<file path="src/rtl/alu_defs_pkg.sv">
// alu_defs_pkg: shared definitions for the ALU operand muxes, the ALU
// operation codes and the repeated-addition multiply sequencer.
//   SEL_*      : operand-mux select codes (used by both the A-mux and B-mux)
//   OP_*       : ALU operation codes
//   DATA_W     : datapath width of rrow/rcol/rtotal/rcoltemp
//   mul_state_t: state encoding of alu_mul_seq
package alu_defs_pkg;

  localparam int SEL_WIDTH = 4;
  localparam int OP_WIDTH  = 3;
  localparam int DATA_W    = 18;

  localparam logic [SEL_WIDTH-1:0] SEL_NONE     = 4'b0000;
  localparam logic [SEL_WIDTH-1:0] SEL_RCOL     = 4'b0011;
  localparam logic [SEL_WIDTH-1:0] SEL_RROW     = 4'b0100;
  localparam logic [SEL_WIDTH-1:0] SEL_RTOTAL   = 4'b0111;
  localparam logic [SEL_WIDTH-1:0] SEL_RCOLTEMP = 4'b1010;

  localparam logic [OP_WIDTH-1:0] OP_PASS = 3'b000;
  localparam logic [OP_WIDTH-1:0] OP_ADD  = 3'b001;
  localparam logic [OP_WIDTH-1:0] OP_DEC  = 3'b010;

  typedef enum logic [2:0] {
    ST_IDLE  = 3'd0,
    ST_INIT  = 3'd1,
    ST_CHECK = 3'd2,
    ST_ACC   = 3'd3,
    ST_DEC   = 3'd4,
    ST_DONE  = 3'd5
  } mul_state_t;

endpackage

</file>
<file path="src/rtl/alu_mul_seq.sv">
// alu_mul_seq: Moore sequencer computing rtotal = rrow * rcol by repeated
// addition on the shared ALU, using rcoltemp as the down-counter.
// While busy it owns the ALU operand selects and the rtotal/rcoltemp strobes.
//
// Ports:
//   clk, rst     : clock (rising edge), synchronous active-high reset
//   start        : request a multiply, honoured only in IDLE
//   alu_z        : ALU zero flag of the current-cycle result
//   alu_cout     : ALU carry-out of the current-cycle result
//   busy, done   : busy in every non-IDLE state, done pulses in DONE
//   alu_a_sel/alu_b_sel/alu_op : ALU operand selects and operation
//   ld_rtotal, clr_rtotal, ld_rcoltemp : register strobes
//   ovf          : sticky overflow flag
//
// Optional feature macro: ALU_MUL_SEQ_OVF_CHECK_EN
//   defined   -> a carry-out during ACC sets ovf (sticky until INIT or rst)
//   undefined -> ovf is tied low and alu_cout is ignored
module alu_mul_seq
  import alu_defs_pkg::*;
#(
  parameter int SEL_W = 4,
  parameter int OP_W  = 3
) (
  input  logic             clk,
  input  logic             rst,
  input  logic             start,
  input  logic             alu_z,
  input  logic             alu_cout,
  output logic             busy,
  output logic             done,
  output logic [SEL_W-1:0] alu_a_sel,
  output logic [SEL_W-1:0] alu_b_sel,
  output logic [OP_W-1:0]  alu_op,
  output logic             ld_rtotal,
  output logic             clr_rtotal,
  output logic             ld_rcoltemp,
  output logic             ovf
);

  mul_state_t state_r;
  mul_state_t state_next_s;

  // Outputs are registered: decode the next state so the registered copy
  // always matches the state held in state_r (pure Moore timing).
  logic             busy_s;
  logic             done_s;
  logic [SEL_W-1:0] a_sel_s;
  logic [SEL_W-1:0] b_sel_s;
  logic [OP_W-1:0]  op_s;
  logic             ld_rtotal_s;
  logic             clr_rtotal_s;
  logic             ld_rcoltemp_s;

  // Next-state logic.
  always_comb begin
    state_next_s = state_r;
    case (state_r)
      ST_IDLE: begin
        if (start) begin
          state_next_s = ST_INIT;
        end else begin
          state_next_s = ST_IDLE;
        end
      end
      ST_INIT:  state_next_s = ST_CHECK;
      ST_CHECK: begin
        // rcoltemp is on the A bus with PASS, so alu_z means counter exhausted.
        if (alu_z) begin
          state_next_s = ST_DONE;
        end else begin
          state_next_s = ST_ACC;
        end
      end
      ST_ACC:   state_next_s = ST_DEC;
      ST_DEC:   state_next_s = ST_CHECK;
      ST_DONE:  state_next_s = ST_IDLE;
      default:  state_next_s = ST_IDLE;
    endcase
  end

  // Output decode of the state about to be entered.
  always_comb begin
    busy_s        = 1'b0;
    done_s        = 1'b0;
    a_sel_s       = SEL_NONE;
    b_sel_s       = SEL_NONE;
    op_s          = OP_PASS;
    ld_rtotal_s   = 1'b0;
    clr_rtotal_s  = 1'b0;
    ld_rcoltemp_s = 1'b0;
    case (state_next_s)
      ST_IDLE: begin
        busy_s = 1'b0;
      end
      ST_INIT: begin
        busy_s        = 1'b1;
        a_sel_s       = SEL_RCOL;
        ld_rcoltemp_s = 1'b1;
        clr_rtotal_s  = 1'b1;
      end
      ST_CHECK: begin
        busy_s  = 1'b1;
        a_sel_s = SEL_RCOLTEMP;
      end
      ST_ACC: begin
        busy_s      = 1'b1;
        a_sel_s     = SEL_RTOTAL;
        b_sel_s     = SEL_RROW;
        op_s        = OP_ADD;
        ld_rtotal_s = 1'b1;
      end
      ST_DEC: begin
        busy_s        = 1'b1;
        a_sel_s       = SEL_RCOLTEMP;
        op_s          = OP_DEC;
        ld_rcoltemp_s = 1'b1;
      end
      ST_DONE: begin
        busy_s = 1'b1;
        done_s = 1'b1;
      end
      default: begin
        busy_s = 1'b0;
      end
    endcase
  end

  // State and output registers.
  always_ff @(posedge clk) begin
    if (rst) begin
      state_r     <= ST_IDLE;
      busy        <= 1'b0;
      done        <= 1'b0;
      alu_a_sel   <= SEL_NONE;
      alu_b_sel   <= SEL_NONE;
      alu_op      <= OP_PASS;
      ld_rtotal   <= 1'b0;
      clr_rtotal  <= 1'b0;
      ld_rcoltemp <= 1'b0;
    end else begin
      state_r     <= state_next_s;
      busy        <= busy_s;
      done        <= done_s;
      alu_a_sel   <= a_sel_s;
      alu_b_sel   <= b_sel_s;
      alu_op      <= op_s;
      ld_rtotal   <= ld_rtotal_s;
      clr_rtotal  <= clr_rtotal_s;
      ld_rcoltemp <= ld_rcoltemp_s;
    end
  end

`ifdef ALU_MUL_SEQ_OVF_CHECK_EN
  // Sticky overflow: cleared on entry to INIT, set by a carry during ACC.
  always_ff @(posedge clk) begin
    if (rst) begin
      ovf <= 1'b0;
    end else if (state_next_s == ST_INIT) begin
      ovf <= 1'b0;
    end else if ((state_r == ST_ACC) && alu_cout) begin
      ovf <= 1'b1;
    end else begin
      ovf <= ovf;
    end
  end
`else
  logic unused_cout;
  assign unused_cout = alu_cout;
  assign ovf         = 1'b0;
`endif

endmodule

</file>
<file path="config.mk">
export PLATFORM = sky130hd
export DESIGN_NAME = alu_mul_seq
export DESIGN_NICKNAME = d
export VERILOG_FILES = /design/src/rtl/alu_defs_pkg.sv /design/src/rtl/alu_mul_seq.sv
export SDC_FILE = /design/constraint.sdc
export NUM_CORES = 1
export LEC_CHECK = 0
export CORE_AREA = 2 2 39 41
export CTS_CLUSTER_SIZE = 10
export DETAILED_ROUTE_END_ITERATION = 10
export DIE_AREA = 0 0 41 43
export PLACE_DENSITY = 0.73
export SYNTH_ARGS = -nofsm -noshare
export SYNTH_HDL_FRONTEND = slang
export SYNTH_SLANG_ARGS = --single-unit
</file>
<file path="constraint.sdc">
create_clock -name clk -period 2.1 [get_ports clk]
set_input_delay 0.42 -clock clk [delete_from_list [all_inputs] [get_ports clk]]
set_output_delay 0.42 -clock clk [all_outputs]
set_load 0.05 [all_outputs]
</file>
==> impl_metrics.ini, run 1 <==
[sta]
grt_setup_unrepaired = no
finClkSkew_ns = 0.00144
fmax_mhz = 539
final_hold_viol_count = 0
period_share = 0.884
post-route-min-period_ns = 1.86
fin_setup_tns_ns = 0
slew_viol_final = 0
setup_viol = 0

[routing]
drc = 0
drt-pass1-iter-count = 2
wire_per_inst_um = 9.47
antenna_left = 0
vias = 340
vias_per_cell = 4.42
wirelength_um = 729
detail_route.iter0.violations = 1

[place]
postPlaceCellArea_um2 = 604
place.detailed.hpwl_um = 511
port_buffers = 15
routabilityCongestion = 0.737

[die]
ios = 22
fp.coreArea_um2 = 1380
rows = 14
dieArea_um2 = 1760
start_util = 0.368
die_x_um = 41
die_h_um = 43

[synth]
ys_seq_area_frac = 0.472
ys_ff_latch = 12
syn_area_um2 = 509
yosys_warnings = 0
avgSynthCellArea_um2 = 10.4
synth_cell_type_count = 22
synthesis.instances = 49

[setup_path]
crit_required_ns = 1.68
cp_num_buf_inv = 1
slowest_stage = clkdlybuf4s50_1
path_class = reg2out
slowest_delay_ns = 0.81
setup.worst_path.end_class = output pin
r2r_setup_slack_ns = 0.87
path_cells = clkdlybuf4s50_1
critPathMaxFanout = 4
cpLargestDelayFamily = buffers and inverters
start_kind = flip-flop
cp.arrival_ns = 1.44

[power_and_ir_drop]
power_density_nw_per_um2 = 913
leakagePower_nw = 0.243
ir_worst_vdd_mv = 0.329

[clocking]
clockBufferDepth = 2
cts_max_level = 1
ctsResizeCount = 0
worstSkewPairLatency_ns = 0.26
cts_setup_buffers = 0
cts.reportedPaths.clkPinSlew_ns = 0.07
cts_tree = yes
root_buffer = clkbuf_4
hold_buffers = 0
cts_buffers = 3
cts.sinks = 12

[outcome]
status = completed

[final_layout]
area_growth_pct = 25.8
final_cell_mix = clkdlybuf4s50_1, dfxtp_1, nor2_1, conb_1
drive_gt1_frac = 0.131
layout_commonest_cell = clkdlybuf4s50_1
fin_area_um2 = 641
nNetsFinal = 67
nFillCells = 142
antennaDiodeCount = 0

[run]
maxCapViolations = 0

[grt]
track_usage = 0.109
grt_pass1_vias = 286
grt_max_degree = 11
antenna_found_initial = 0
grt_pass1_wl_mm = 1.18
overflow = 0

[min_path]
hold_class = reg2reg
-- cells in the mapped netlist --
| cell | instances | area (µm²) |
|---|---|---|
| a21boi_2 | 1 | 11.3 |
| a21oi_1 | 3 | 15.0 |
| buf_2 | 1 | 5.00 |
| buf_4 | 8 | 60.1 |
| buf_6 | 1 | 11.3 |
| clkbuf_8 | 1 | 13.8 |
| conb_1 | 1 | 3.75 |
| dfxtp_1 | 12 | 240 |
| inv_1 | 1 | 3.75 |
| mux2i_1 | 1 | 10.0 |
| nand2_1 | 2 | 7.51 |
| nor2_1 | 5 | 18.8 |
| nor3_1 | 1 | 5.00 |
| nor3_4 | 1 | 16.3 |
| nor3b_1 | 1 | 7.51 |
| nor4b_1 | 2 | 17.5 |
| nor4b_4 | 1 | 23.8 |
| o21ai_0 | 1 | 5.00 |
| o22ai_1 | 1 | 6.26 |
| or2_1 | 2 | 12.5 |
| or2_2 | 1 | 6.26 |
| xnor2_1 | 1 | 8.76 |
-- logic make-up after synthesis --
logic type	share of synthesized area
simple gates	0.226
xor+xnor	0.0172
flops	0.472
buf+inv	0.184
other cells	0.00736
compound gates	0.0737
mux	0.0197
-- final cells by class --
type / count / area (µm²) / area share
inverter: 1 / 3.75 / 0.00586
sequential: 12 / 240 / 0.375
tap: 16 / 20.0 / 0.0313
clock buffer: 4 / 36.3 / 0.0566
timing repair buffer: 15 / 150 / 0.234
multi-input combinational: 29 / 190 / 0.297
-- metrics by stage --
step                instances  worst slack (ns)  hold WS, ns  power (mW)   util
finish                     77             0.244        0.582       0.585  0.463
detailed placement         73             0.324        0.573       0.414  0.437
global route               77             0.160        0.629       0.619  0.463
global placement           73             0.339        0.557       0.413  0.437
floorplan                  53             0.746        0.489       0.389      -
CTS                        77             0.227        0.591       0.594  0.463
-- report_power, final --
group	total (mW)	switching, mW	internal, mW
sequential	0.261	0.0157	0.245
clock	0.177	0.0717	0.105
combinational	0.147	0.0981	0.0488
-- final timing paths --
path,from,to,cells past startpoint
max,alu_a_sel[2]$_SDFF_PP0_,alu_b_sel[2],1
min,state_r[1]$_SDFF_PP0_,alu_a_sel[0]$_SDFF_PP0_,1
max reg2reg,state_r[0]$_SDFF_PP0_,busy$_SDFF_PP0_,3
min reg2reg,state_r[1]$_SDFF_PP0_,alu_a_sel[0]$_SDFF_PP0_,1
-- sequential cells by signal, summed over array words and instances (netlist names) --
signal       flops
alu_a_sel        4
state_r          3
alu_op           1
busy             1
clr_rtotal       1
done             1
ld_rcoltemp      1
-- per-layer routing --
layer  track usage  share of wire
met1         0.111           0.42
met2         0.147           0.48
met3        0.0471          0.075
met4         0.120          0.026
met5             0              0
Power figures use the tool's default switching activity.
==> run 2: changes to the inputs <==
--- a/config.mk
+++ b/config.mk
@@ -13,3 +13,4 @@
 export SYNTH_ARGS = -nofsm -noshare
 export SYNTH_HDL_FRONTEND = slang
 export SYNTH_SLANG_ARGS = --single-unit
+export TNS_END_PERCENT = 20
==> results of run 2 <==
The final DEF is identical to that of run 1; final timing and power are the same.
==> run 3: changes to the inputs <==
--- a/config.mk
+++ b/config.mk
@@ -5,10 +5,10 @@
 export SDC_FILE = /design/constraint.sdc
 export NUM_CORES = 1
 export LEC_CHECK = 0
-export CORE_AREA = 2 2 39 41
+export CORE_AREA = 5 5 42 44
 export CTS_CLUSTER_SIZE = 10
 export DETAILED_ROUTE_END_ITERATION = 10
-export DIE_AREA = 0 0 41 43
+export DIE_AREA = 0 0 47 49
 export PLACE_DENSITY = 0.73
 export SYNTH_ARGS = -nofsm -noshare
 export SYNTH_HDL_FRONTEND = slang
==> run 3 against run 2 <==
  * Highest routed layer unchanged
  * Sequential share of layout area increased by 0.82 points
  * Flip-flop and latch count stayed put
  * Clock skew hardly changed
==> impl_metrics.ini, run 3 (synthesis results as in run 1) <==
[grt]
overflow = 0
grt_pass1_vias = 297
track_usage = 0.0792
grt_max_degree = 11
antenna_found_initial = 0
grt_pass1_wl_mm = 1.30

[final_layout]
largest_reg_flops = 4
layout_commonest_cell = clkdlybuf4s50_1
drive_gt1_frac = 0.117
nNetsFinal = 67
nFillCells = 147
antennaDiodeCount = 0
top_register = alu_a_sel
top_regs = alu_a_sel (4), state_r (3)
area_growth_pct = 23.1
final_cell_mix = clkdlybuf4s50_1, dfxtp_1, nor2_1, conb_1
fin_cells = 76

[place]
routabilityCongestion = 0.683
place.detailed.hpwl_um = 592
dp.cells = 73
port_buffers = 15

[clocking]
worstSkewPairLatency_ns = 0.26
cts_max_level = 1
ctsResizeCount = 0
cts_tree = yes
root_buffer = clkbuf_4
clockBufferDepth = 2
cts.sinks = 12
cts.reportedPaths.clkPinSlew_ns = 0.06
cts_setup_buffers = 0
cts_buffers = 3
hold_buffers = 0

[sta]
relSlewSlack = 0.669
post-route-min-period_ns = 1.86
setup_viol = 0
grt_setup_unrepaired = no
slew_viol_final = 0
fmax_mhz = 539
final_hold_viol_count = 0
finClkSkew_ns = 0.00118
whs_ns = 0.581
worst_pin_slew_ns = 0.496
period_share = 0.884
fin_setup_tns_ns = 0

[routing]
drc = 0
detail_route.iter0.violations = 5
vias_per_cell = 4.58
antenna_left = 0
wirelength_um = 795
drt-pass1-iter-count = 2
top_layer = met4
dr_wl_met3_um = 89
wire_per_inst_um = 10.5
wl_met1_um = 325
vias = 348
met2_length_um = 345

[setup_path]
setup.worst_path.end = alu_op[0]
slowest_stage = clkdlybuf4s50_1
cpLargestDelayFamily = buffers and inverters
cp.arrival_ns = 1.44
start_kind = flip-flop
r2r-end = busy$_SDFF_PP0_
crit_start = alu_a_sel[2]$_SDFF_PP0_
critPathMaxFanout = 4
path_cells = clkdlybuf4s50_1
cp_num_buf_inv = 1
rr_startpoint = state_r[0]$_SDFF_PP0_
path_class = reg2out
r2r_setup_slack_ns = 0.85
cp.depth = 1
slowest_delay_ns = 0.82
setup.worst_path.end_class = output pin
crit_required_ns = 1.68
r2r_cells = 3

[run]
maxCapViolations = 0

[die]
die_x_um = 47
ios = 22
dieArea_um2 = 2300
fp.coreArea_um2 = 1400
start_util = 0.363
rows = 14
die_h_um = 49

[min_path]
hold_class = reg2reg
hold_start = state_r[1]$_SDFF_PP0_

[power_and_ir_drop]
power_density_nw_per_um2 = 862
leakagePower_nw = 0.235
ir_worst_vdd_mv = 0.297

[outcome]
status = completed
run 3: cell count changes in the layout (fill, tap and decap cells not counted):
cell | before | now
clkbuf_8 | 1 | 0
run 3: how the worst min path moves through the flow:
stage / endpoint / slack (ns) / cells past startpoint
4_1_cts: alu_a_sel[0]$_SDFF_PP0_ / 0.58 / 1
2_1_floorplan: busy$_SDFF_PP0_ / 0.49 / 1
3_3_place_gp: alu_a_sel[0]$_SDFF_PP0_ / 0.56 / 1
5_1_grt: alu_a_sel[0]$_SDFF_PP0_ / 0.62 / 1
6_report: alu_a_sel[0]$_SDFF_PP0_ / 0.58 / 1
3_5_place_dp: alu_a_sel[0]$_SDFF_PP0_ / 0.56 / 1
run 3: worst reg2reg max path, stage by stage, from the launching register on:
cell	delay (ns)
dfxtp_1	0.61
nor2_1	0.15
or2_2	0.30
a21oi_1	0.13
run 3: through the flow:
stage | utilization | area, µm² | worst slack, ns | power [mW]
after floorplan | - | 524 | 0.746 | 0.389
after global placement | 0.431 | 604 | 0.339 | 0.413
after detailed placement | 0.431 | 604 | 0.330 | 0.415
after CTS | 0.447 | 627 | 0.224 | 0.548
after global routing | 0.447 | 627 | 0.190 | 0.572
final | 0.447 | 627 | 0.244 | 0.541
run 3: routing by layer:
layer | GRT usage | vias to the layer above
met2 | 0.0995 | 18
li1 | - | 171
met1 | 0.105 | 155
met3 | 0.0221 | 4
met5 | 0 | -
met4 | 0.0691 | 0
run 3: report_power, final:
group / internal (mW) / switching, mW
Sequential: 0.245 / 0.0160
Clock: 0.0662 / 0.0647
Combinational: 0.0488 / 0.0995
Total: 0.360 / 0.180
run 3: layout make-up:
type | instances | area, µm² | share of cell area
Inverter | 1 | 3.75 | 0.00599
Tap cell | 16 | 20.0 | 0.0319
Timing Repair Buffer | 15 | 150 | 0.240
Sequential cell | 12 | 240 | 0.383
Multi-Input combinational cell | 29 | 190 | 0.303
Clock buffer | 3 | 22.5 | 0.0359
